--- src/rtl/divu_seq.sv ---
/*--------------------------------------------------------------------------
 * divu_seq : sequential unsigned divider (restoring, 1 bit/cycle) with
 *            pipeline stall output. Option macro: DIVU_EARLY_EXIT_EN.
 * Revision : 1.0
 *--------------------------------------------------------------------------*/
`default_nettype none

module divu_seq #(
   parameter int WIDTH = 32
) (
   input  logic             clk,
   input  logic             rst,
   input  logic             start,
   input  logic [WIDTH-1:0] dividend,
   input  logic [WIDTH-1:0] divisor,
   input  logic             mf_req,
   output logic             stall,
   output logic             busy,
   output logic             done,
   output logic [WIDTH-1:0] hi,
   output logic [WIDTH-1:0] lo
);

   localparam int CW = (WIDTH > 1) ? $clog2(WIDTH) : 1;

   typedef enum logic [1:0] {
      IDLE = 2'd0,
      BUSY = 2'd1,
      DONE = 2'd2
   } state_t;

   state_t           state_q, state_d;
   logic [CW-1:0]    cnt_q, cnt_d;
   logic [WIDTH-1:0] dvd_q, dvd_d;   // shifts dividend out, quotient in
   logic [WIDTH-1:0] dvs_q, dvs_d;
   logic [WIDTH-1:0] rem_q, rem_d;
   logic [WIDTH-1:0] hi_q, hi_d;
   logic [WIDTH-1:0] lo_q, lo_d;

   logic [WIDTH:0]   trial;
   logic [WIDTH:0]   diff;
   logic             q_bit;
   logic [WIDTH-1:0] step_rem;
   logic [WIDTH-1:0] step_quo;

   always_comb begin
      trial    = {rem_q, dvd_q[WIDTH-1]};
      diff     = trial - {1'b0, dvs_q};
      q_bit    = ~diff[WIDTH];
      // When the subtraction fails, trial < divisor so it fits in WIDTH bits.
      step_rem = q_bit ? diff[WIDTH-1:0] : trial[WIDTH-1:0];
      step_quo = {dvd_q[WIDTH-2:0], q_bit};
   end

   always_comb begin
      state_d = state_q;
      cnt_d   = cnt_q;
      dvd_d   = dvd_q;
      dvs_d   = dvs_q;
      rem_d   = rem_q;
      hi_d    = hi_q;
      lo_d    = lo_q;
      case (state_q)
         IDLE, DONE: begin
            state_d = IDLE;
            if (start) begin
               if (divisor == '0) begin
                  hi_d    = dividend;
                  lo_d    = '1;
                  state_d = DONE;
               end
`ifdef DIVU_EARLY_EXIT_EN
               else if (dividend < divisor) begin
                  hi_d    = dividend;
                  lo_d    = '0;
                  state_d = DONE;
               end
`endif
               else begin
                  dvd_d   = dividend;
                  dvs_d   = divisor;
                  rem_d   = '0;
                  cnt_d   = '0;
                  state_d = BUSY;
               end
            end
         end
         BUSY: begin
            rem_d = step_rem;
            dvd_d = step_quo;
            cnt_d = cnt_q + 1'b1;
            if (cnt_q == CW'(WIDTH - 1)) begin
               hi_d    = step_rem;
               lo_d    = step_quo;
               state_d = DONE;
            end
         end
         default: state_d = IDLE;
      endcase
   end

   always_ff @(posedge clk) begin
      if (rst) begin
         state_q <= IDLE;
         cnt_q   <= '0;
         dvd_q   <= '0;
         dvs_q   <= '0;
         rem_q   <= '0;
         hi_q    <= '0;
         lo_q    <= '0;
      end else begin
         state_q <= state_d;
         cnt_q   <= cnt_d;
         dvd_q   <= dvd_d;
         dvs_q   <= dvs_d;
         rem_q   <= rem_d;
         hi_q    <= hi_d;
         lo_q    <= lo_d;
      end
   end

   assign busy  = (state_q == BUSY);
   assign done  = (state_q == DONE);
   assign stall = busy & (mf_req | start);
   assign hi    = hi_q;
   assign lo    = lo_q;

endmodule

`default_nettype wire

--- config.mk ---
export PLATFORM = sky130hd
export DESIGN_NAME = divu_seq
export DESIGN_NICKNAME = d
export VERILOG_FILES = /design/src/rtl/divu_seq.sv
export SDC_FILE = /design/constraint.sdc
export NUM_CORES = 1
export LEC_CHECK = 0
export CORE_ASPECT_RATIO = 0.8
export CORE_MARGIN = 3
export CORE_UTILIZATION = 59
export DETAILED_ROUTE_END_ITERATION = 16
export HOLD_SLACK_MARGIN = 0.12
export PLACE_DENSITY = 0.95
export SLEW_MARGIN = 20
export SYNTH_ARGS = -nofsm -noshare
export SYNTH_HDL_FRONTEND = slang
export SYNTH_SLANG_ARGS = --single-unit
--- constraint.sdc ---
create_clock -name clk -period 10 [get_ports clk]
set_clock_uncertainty 0.2 [all_clocks]
set_input_delay 3 -clock clk [delete_from_list [all_inputs] [get_ports clk]]
set_output_delay 3 -clock clk [all_outputs]
set_load 0.005 [all_outputs]
## After elaboration in Yosys (flattened, before gate mapping)

Index checks and enable logic that the tools add are counted.

| cells by class | value |
|---|---|
| $add $sub $neg | 2 |
| equality and inequality tests | 7 |
| multiplexer cells | 22 |
| bitwise logic cells | 4 |
| reduce and logical (&&, ||, !) cells | 7 |

Operator list:

| operator | count |
|---|---|
| $mux W32 | 11 |
| $pmux W32 S2 | 4 |
| $sub A33 B32 Y33 | 1 |
| $logic_not A32 Y1 | 1 |
| $mux W5 | 2 |
| $pmux W5 S2 | 1 |
| $mux W2 | 3 |
| $ne A2 B2 Y1 const B | 3 |
| $reduce_and A3 Y1 | 2 |
| $add A5 B1 Y5 const B | 1 |
| $eq A5 B5 Y1 const B | 1 |
| $pmux W2 S2 | 1 |
| $reduce_and A4 Y1 | 1 |
| $eq A2 B1 Y1 const B | 1 |
| $eq A2 B2 Y1 const B | 1 |
| $logic_not A2 Y1 | 1 |
| $ne A2 B1 Y1 const B | 1 |
| $not A1 Y1 | 2 |
| $reduce_bool A2 Y1 | 1 |
| $reduce_or A2 Y1 | 1 |
| $and A1 B1 Y1 | 1 |
| $or A1 B1 Y1 | 1 |

| storage, ports and cells | value |
|---|---|
| bits in registers | 167 |
| bits of input ports | 68 |
| word-level logic and storage cells | 49 |

## Logic depth before layout (Yosys ltp)

Gate-level depths: netlist of the first run.

| logic depth | value |
|---|---|
| word-level depth | 4 |
| mapped depth | 13 |

## Worst setup path before layout of the first run

No wires, ideal clock.

| timing path | value |
|---|---|
| kind | input port to output port |
| start point | input start |
| end point | output stall |
| data arrival time | 3.128 ns |
| path slack | 3.672 ns |
| cell stages on the path | 2 |
| cells stage by stage | nor2_1 -> nor2_1 |

| between the ends | value |
|---|---|
| cells in the longest elaborated chain, start to end | 2 |

RTL lines:

| item | line | RTL |
|---|---|---|
| start: declaration | 13 | `input logic start,` |
| $or A1 B1 Y1 | 124 | `assign stall = busy & (mf_req \| start);` |
| $and A1 B1 Y1 | 124 |  |
| end: declaration | 17 | `output logic stall,` |

No other way between the ends.

## Final worst setup path of the first run

Ends and elaborated chain as after synthesis.

==> impl_results.md, run 1 <==
* Status: finished clean
* Clk buf depth at 2
* I/O pin count at about 140
* Std-Cell Rows at 39
* Routed Antenna Nets at 0
* Crit Path Class: input port to primary output
* Layout cell share with drive strength beyond 1 at 0.0567
* Post-Syn Area per Cell at about 7.7 um^2
* Vias in the first global route at 8,468
* FMAX at 134 MHz
* Crit path capture type: primary output
* Worst-path clk slew at 0.06 ns
* Endpoints failing setup at 0
* Top cells by area, synth: dfxtp_1 (38%), nand2_1 (9.0%), a21oi_1 (7.7%)
* Total Routing Usage GR at 0.302
* Yosys reg bits at between 150 and 200
* Critical Path Start: start
* Placeable Area at 14,300 um^2
* Post-synth ARST share at 0
* CP Data Required Time at just under 7 ns
* Num Clock Sinks at between 150 and 200
* Final Max Slew Viols at 0
* PostCTS Resize Cnt at 0
* Core Util, Final at 0.742
* Reg2reg start: state_q[0]$_SDFFE_PP0N_
* Yosys warns at 0
* Slowest cell on crit path: clkdlybuf4s50_1
* Area growth, synth to finish at 22.5%
* Lkg Pwr at 3.99 nW
* Cell Area, Synth at approximately 8700 um^2
* Htree depth at 4
* Setup TNS at 0 ns
* CP Launch Type: input port
* Worst Setup EP: stall
* Dominant synthesized flop cell: dfxtp_1
* Worst r2r path cells at 8
* Power density cells at 304 nW/um^2
* CTS Hold Bufs at 0
* Detailed Place HPWL at between 15,000 and 20,000 um
* Nets at 1,308
* Via Count at a little under 9,000
* RSZ-0062 raised after global routing: no
* IO Port Bufs at between 100 and 150
* Initial core utilization at 0.605
* 1st-iter DRT viols at roughly 840
* Die area at approximately 16,000 um^2
* Antenna violations before repair at 0
* CTS tree: yes
* Largest net degree at the start of global routing at approximately 100
* Per-cell routed wire length at approximately 18 um
* Area leader, netlist: dfxtp_1
* Syn nets at roughly 1,200
* Max-Cap Viols at 0
* EDFF count, synth at 0
* Critical path cell sequence: clkdlybuf4s50_1 > nor2_1 > nor2_1 > clkdlybuf4s50_1
* Final min period at ~7.5 ns
* Most frequent cells in the layout: nand2_1 (209), dfxtp_1 (167), a21oi_1 (134), clkdlybuf4s50_1 (133), nor2_1 (98)
* First-pass GRT wire length at between 40,000 and 50,000 um
* Post-Syn Instances at 1,124
* Final period util at 0.746
* Synth unique cells at 59
* Rel. slew slack at 0.281
* Post-synth top area share at 0.385
* Max FO, Critical Path at 5
* Most common cell after layout, fill and taps aside: nand2_1
* Min-delay worst type: register to register
* Root buffer cell: clkbuf_16
* Arrival @ worst endpoint at 4.26 ns
* Hold Vio Cnt, Final at 0
* RD Place Congestion at 0.922
* Die width at about 140 um
* GR Overflow Total at 0
* VDD IR max at ~270 uV
* Setup Buffers After CTS at 0
* Fillers at 1,049
* Final wirelength at roughly 25,000 um
* Die Ht at 115 um
* R2R Path End: hi[17]$_SDFFE_PP0P_
* Clock latency at the later pin of the worst-skew pair at 0.43 ns
* First-pass DRT Iterations at 6
* R2r setup slk at approximately 5.8 ns
* Number of buffers created by CTS at 17
* Vias/cell at ~6.3
* Post-synthesis sequential area ratio at 0.385
* Slowest stage delay, CP at approximately 0.57 ns
* Antenna diode count at 0
* # DRC at 0
* Worst-Margin Slew at around 1.1 ns
stage by stage:
step | total power [W] | cells | setup WS [ns] | area [um^2] | hold WS [ns]
floorplan | 0.00211 | 1124 | 3.67 | 8690 | 0.236
finish | 0.00324 | 1402 | 2.54 | 10600 | 0.256
CTS | 0.00317 | 1402 | 2.55 | 10600 | 0.255
detailed placement | 0.00246 | 1370 | 2.54 | 10000 | 0.246
global placement | 0.00242 | 1370 | 2.57 | 10000 | 0.245
global route | 0.00341 | 1402 | 2.52 | 10600 | 0.272
registers in the layout (all words and copies together) (netlist names):
signal and cells:
cnt_q 5, dvd_q 32, dvs_q 32, hi 32, lo 32, rem_q 32, state_q 2
logic make-up after synthesis:
family	share of synthesized area
AOI/OAI and AO/OA	0.251
xor gates and xnor gates	0.0230
adders and majority gates	0.0513
buffers and inverters	0.0581
DFF	0.385
muxes	0.0318
and+or+nand+nor	0.200
metal layers:
layer	vias up	GRT usage	wire length [um]
li1	4165	-	-
met1	4128	0.378	10100
met2	460	0.513	11700
met3	95	0.0585	1870
met4	0	0.122	931
met5	-	0	0
cells in the mapped netlist (2+ instances only):
cell type  count
a211o_1        3
a211oi_1      39
a21o_1         8
a21oi_1      134
a221oi_1       5
a311o_1        2
a311oi_1      33
a31oi_1        8
a32oi_1        7
and2_1         7
and3_1         7
and4_1         4
buf_1          5
buf_4          2
buf_6          2
clkbuf_1      71
dfxtp_1      167
ha_1          34
inv_1         47
mux2_2        13
mux2i_1       13
nand2_1      209
nand2b_1       4
nand3_1       15
nand3b_1       6
nand4_1        7
nor2_1        99
nor2b_1        5
nor3_1        18
nor3b_1        2
nor4_1        10
o211ai_1      11
o21a_1         8
o21ai_0       61
o21bai_1       4
o22a_1         2
o22ai_1        3
o31ai_1        2
o41ai_1        2
o41ai_2        2
or3_1          6
xnor2_1       14
xor2_1         7
worst min-delay path by stage:
stage | startpoint | endpoint | slack (ns) | depth (start not counted)
floorplan | dvs_q[10]$_SDFFE_PP0P_ | dvs_q[10]$_SDFFE_PP0P_ | 0.24 | 2
global placement | dvs_q[23]$_SDFFE_PP0P_ | dvs_q[23]$_SDFFE_PP0P_ | 0.25 | 2
detailed placement | dvs_q[8]$_SDFFE_PP0P_ | dvs_q[8]$_SDFFE_PP0P_ | 0.25 | 2
CTS | dvs_q[27]$_SDFFE_PP0P_ | dvs_q[27]$_SDFFE_PP0P_ | 0.26 | 2
global route | dvs_q[3]$_SDFFE_PP0P_ | dvs_q[3]$_SDFFE_PP0P_ | 0.27 | 2
finish | dvs_q[8]$_SDFFE_PP0P_ | dvs_q[8]$_SDFFE_PP0P_ | 0.26 | 2
power by group:
part	internal (W)	switching (W)	total, W
Combinational	0.000691	0.00106	0.00175
Sequential	0.000731	0.0000609	0.000792
Clock	0.000410	0.000285	0.000695
area by class of cell:
class / count / area, um^2 / share of cell area
Multi-Input combinational cell: 829 / 4870 / 0.457
Sequential cell: 167 / 3340 / 0.314
Timing Repair Buffer: 143 / 1410 / 0.132
Clock buffer: 19 / 453 / 0.0426
Tap cell: 184 / 230 / 0.0216
Inverter: 47 / 176 / 0.0166
Clock inverter: 13 / 166 / 0.0156
critical path, delay by kind of cell:
kind | cells | cell delay (ns)
buffers and inverters | 2 | 1.10
and+or+nand+nor | 2 | 0.16
Power figures use the tool's default switching activity.
==> run 2, diff against run 1 <==
CORE_UTILIZATION = 54   (was 59)
PLACE_DENSITY = 0.89   (was 0.95)
clock period = 6.9 ns   (was 10 ns; I/O delays follow)
==> impl_results.md, run 2 (synthesized netlist as in run 1, its figures left out) <==
* Post-route cell area at between 10,000 and 15,000 um^2
* Total Routing Usage GR at 0.273
* Lkg Pwr at a little under 4 nW
* I/O pin count at approximately 140
* Nets at approximately 1,300
* Max FO, Critical Path at 5
* Initial core utilization at 0.565
* Htree depth at 4
* Reg area at 3340 um^2
* Slowest cell on crit path: clkdlybuf4s50_1
* Fillers at 1,241
* RD Place Congestion at 0.895
* Setup ws final at around 1.2 ns
* Std-Cell Rows at 40
* IO Port Bufs at about 130
* Root buffer cell: clkbuf_16
* First-pass GRT wire length at about 40,000 um
* Clock latency at the later pin of the worst-skew pair at 0.44 ns
* Antenna violations before repair at 0
* Status: finished clean
* CTS Hold Bufs at 0
* Most common cell after layout, fill and taps aside: nand2_1
* Rel. slew slack at 0.292
* # DRC at 0
* Power density cells at approximately 430 nW/um^2
* Post-DP Area at 10,100 um^2
* CP Data Required Time at between 4 and 5 ns
* Placeable Area at approximately 15,000 um^2
* PostCTS Resize Cnt at 0
* GR Overflow Total at 0
* Final Max Slew Viols at 0
* Area growth, synth to finish at 22.7%
* Vias/cell at ~6.0
* Hold Vio Cnt, Final at 0
* CP Launch Type: input port
* Arrival @ worst endpoint at about 3.4 ns
* Critical path cell sequence: clkdlybuf4s50_1 > nor2_1 > nor2_1 > clkdlybuf4s50_1
* VDD IR max at 346 uV
* RSZ-0062 raised after global routing: no
* Slowest stage delay, CP at between 0.5 and 0.6 ns
* Vias in the first global route at between 8,000 and 9,000
* Most frequent cells in the layout: nand2_1 (209), dfxtp_1 (167), a21oi_1 (134), clkdlybuf4s50_1 (133), nor2_1 (99)
* Crit Path Class: input port to primary output
* Place WS at 1.24 ns
* CTS tree: yes
* Final min period at ~5.7 ns
* Die area at between 15,000 and 20,000 um^2
* Crit path capture type: primary output
* Detailed Place HPWL at about 17,000 um
* Largest net degree at the start of global routing at ~100
* Via Count at between 8,000 and 9,000
* Die Ht at approximately 120 um
* Layout cell share with drive strength beyond 1 at 0.0589
* Final wirelength at about 24,000 um
* Final period util at 0.825
* Tot Pwr at roughly 0.0046 W
* Clk buf depth at 2
* Setup Buffers After CTS at 0
* Routed Antenna Nets at 0
* Antenna diode count at 0
* Setup TNS at 0 ns
* Max-Cap Viols at 0
* FMAX at about 180 MHz
* Num Clock Sinks at ~170
* Worst-Margin Slew at ~1.1 ns
* Die width at roughly 150 um
* 1st-iter DRT viols at 671
* Per-cell routed wire length at between 15 and 20 um
* Min-delay worst type: register to register
* Number of buffers created by CTS at 17
* Endpoints failing setup at 0
* Worst-path clk slew at around 0.070 ns
* Multi-input logic area at 4870 um^2
* First-pass DRT Iterations at 7
run 2: final cells by class:
class	instances	share of cell area
Timing Repair Buffer	147	0.135
Clock inverter	15	0.0136
Tap cell	210	0.0247
Clock buffer	17	0.0399
Inverter	47	0.0166
Multi-Input combinational cell	829	0.457
Sequential cell	167	0.314
run 2: worst max-delay path: cells and delay by family:
kind / cells / cell delay [ns]
buffers and inverters: 2 / 1.12
and+or+nand+nor: 2 / 0.22
run 2: metal layers:
| metal | vias to the layer above | track usage | part of all wire |
|---|---|---|---|
| li1 | 4166 | - | - |
| met1 | 4020 | 0.349 | 0.42 |
| met2 | 357 | 0.455 | 0.48 |
| met3 | 73 | 0.0605 | 0.067 |
| met4 | 0 | 0.0960 | 0.032 |
| met5 | - | 0 | 0 |
run 2: worst paths after layout:
check	from	end	slack [ns]	depth (start not counted)
hold reg to reg	dvs_q[12]$_SDFFE_PP0P_	dvs_q[12]$_SDFFE_PP0P_	0.26	2
setup / recovery	start	stall	1.21	4
setup reg to reg	dvd_q[31]$_SDFFE_PP0P_	hi[3]$_SDFFE_PP0P_	2.99	12
hold / removal	dvs_q[12]$_SDFFE_PP0P_	dvs_q[12]$_SDFFE_PP0P_	0.26	2
run 2: power breakdown:
part,switching [W],leakage (nW),total (W),internal [W]
logic,0.00148,2.35,0.00248,0.00100
clock network,0.000428,0.276,0.000933,0.000506
registers,0.0000903,1.36,0.00115,0.00106
run 2: per-stage QoR:
step | cells | hold slack [ns] | utilization
6_report | 1432 | 0.255 | 0.693
5_1_grt | 1432 | 0.277 | 0.693
4_1_cts | 1432 | 0.256 | 0.693
3_5_place_dp | 1400 | 0.246 | 0.656
3_3_place_gp | 1400 | 0.244 | 0.656
2_1_floorplan | 1124 | 0.236 | -
==> run 3, diff against run 2 <==
CORE_UTILIZATION = 49   (was 54)
PLACE_DENSITY = 0.86   (was 0.89)
clock period = 5.2 ns   (was 6.9 ns; I/O delays follow)
==> impl_results.md, run 3 (synthesized netlist as in run 1, its figures left out) <==
* Crit path capture type: primary output
* NetSw at about 0.0026 W
* Antenna violations before repair at 0
* Antenna diode count at 0
* Min-delay worst type: register to register
* Hold Vio Cnt, Final at 0
* CTS Hold Bufs at 0
* Max-Cap Viols at 0
* RSZ-0062 raised after global routing: no
* Clk buf depth at 2
* First-pass GRT wire length at 39,600 um
* FMAX at 214 MHz
* Power density cells at 570 nW/um^2
* GR Overflow Total at 0
* Area growth, synth to finish at 23.3%
* Via Count at 8,549
* Routed Antenna Nets at 0
* Nets at around 1,300
* Layout Cells excl Fill at about 1,400
* Clock power frac at 0.203
* CP Data Required Time at approximately 3.4 ns
* CP Launch Type: input port
* Arrival @ worst endpoint at 2.92 ns
* PostCTS Resize Cnt at 0
* Tot Pwr at ~0.0061 W
* Largest net degree at the start of global routing at 97
* Setup Buffers After CTS at 0
* Die area at 19,400 um^2
* Final wirelength at ~24,000 um
* Vias/cell at a little under 6
* Final min period at 4.68 ns
* Detailed Place HPWL at 17,300 um
* DP Cell Count at roughly 1,400
* Worst-Margin Slew at 1.01 ns
* Die width at about 150 um
* Number of buffers created by CTS at 17
* I/O pin count at roughly 140
* Status: finished clean
* Std-Cell Rows at 42
* First-pass DRT Iterations at 5
* Endpoints failing setup at 0
* 1st-iter DRT viols at between 700 and 800
* Setup TNS at 0 ns
* IO Port Bufs at ~130
* Pint at 0.00345 W
* Placeable Area at approximately 17,000 um^2
* Logic gate share of total power at 0.548
* Lkg Pwr at about 4 nW
* Num Clock Sinks at about 170
* Max FO, Critical Path at 5
* Per-cell routed wire length at about 17 um
* Final Max Slew Viols at 0
* VDD IR max at 521 uV
* Layout cell share with drive strength beyond 1 at 0.0604
* Switching Fraction at 0.434
* Root buffer cell: clkbuf_16
* Die Ht at about 130 um
* RD Place Congestion at 0.910
* Clock latency at the later pin of the worst-skew pair at 0.43 ns
* Final period util at 0.900
* Initial core utilization at 0.512
* Crit Path Class: input port to primary output
* Hold Slack at 0.256 ns
* Rel. slew slack at 0.327
* Total Routing Usage GR at 0.246
* Most common cell after layout, fill and taps aside: nand2_1
* Worst-path clk slew at 0.06 ns
* # DRC at 0
* Seq pwr share at 0.250
* CTS tree: yes
* Most frequent cells in the layout: nand2_1 (209), dfxtp_1 (167), a21oi_1 (134), clkdlybuf4s50_1 (133), nor2_1 (99)
* Htree depth at 4
* Vias in the first global route at 8,158
## run 3: cell count changes in the layout (fill, tap and decap cells not counted), sizes merged
cell / delta
buf: +3
clkinvlp: +1
clkbuf: +3
clkinv: -1
inv: -3
## run 3: area by class of cell
class | instances | area (um^2)
Fill cell | 1465 | 6270
Clock inverter | 12 | 118
Timing Repair Buffer | 150 | 1470
Inverter | 47 | 176
Sequential cell | 167 | 3340
Multi-Input combinational cell | 829 | 4870
Tap cell | 220 | 275
Clock buffer | 20 | 457
## run 3: stage by stage
step | utilization | worst slack, ns | area [um^2]
final | 0.631 | 0.522 | 10700
after detailed placement | 0.597 | 0.551 | 10100
after global routing | 0.631 | 0.506 | 10700
after floorplan | - | 1.75 | 8690
after global placement | 0.597 | 0.546 | 10100
after CTS | 0.631 | 0.554 | 10700
## run 3: routing by layer
metal  share of wire  up-vias  global-route usage
met5               0        -                   0
met4           0.021        0              0.0748
met3           0.066       41              0.0487
met2            0.47      318               0.400
met1            0.44     4023               0.332
li1                -     4167                   -
## run 3: final timing paths
path / from / to / slack (ns) / depth (start not counted)
max: start / stall / 0.52 / 4
min: dvs_q[11]$_SDFFE_PP0P_ / dvs_q[11]$_SDFFE_PP0P_ / 0.26 / 2
max reg2reg: dvd_q[31]$_SDFFE_PP0P_ / hi[17]$_SDFFE_PP0P_ / 1.35 / 13
min reg2reg: dvs_q[11]$_SDFFE_PP0P_ / dvs_q[11]$_SDFFE_PP0P_ / 0.26 / 2
## run 3: power by group through the flow
stage                     clock, W  sequential, W  combinational, W
after global routing       0.00130        0.00153           0.00368
after CTS                  0.00124        0.00152           0.00326
after detailed placement         0        0.00155           0.00323
after global placement           0        0.00154           0.00316
after floorplan                  0        0.00150           0.00256
final                      0.00124        0.00152           0.00334
## run 3: worst max-delay path, stage by stage
cell	delay, ns
clkdlybuf4s50_1	0.56
nor2_1	0.07
nor2_1	0.18
clkdlybuf4s50_1	0.54
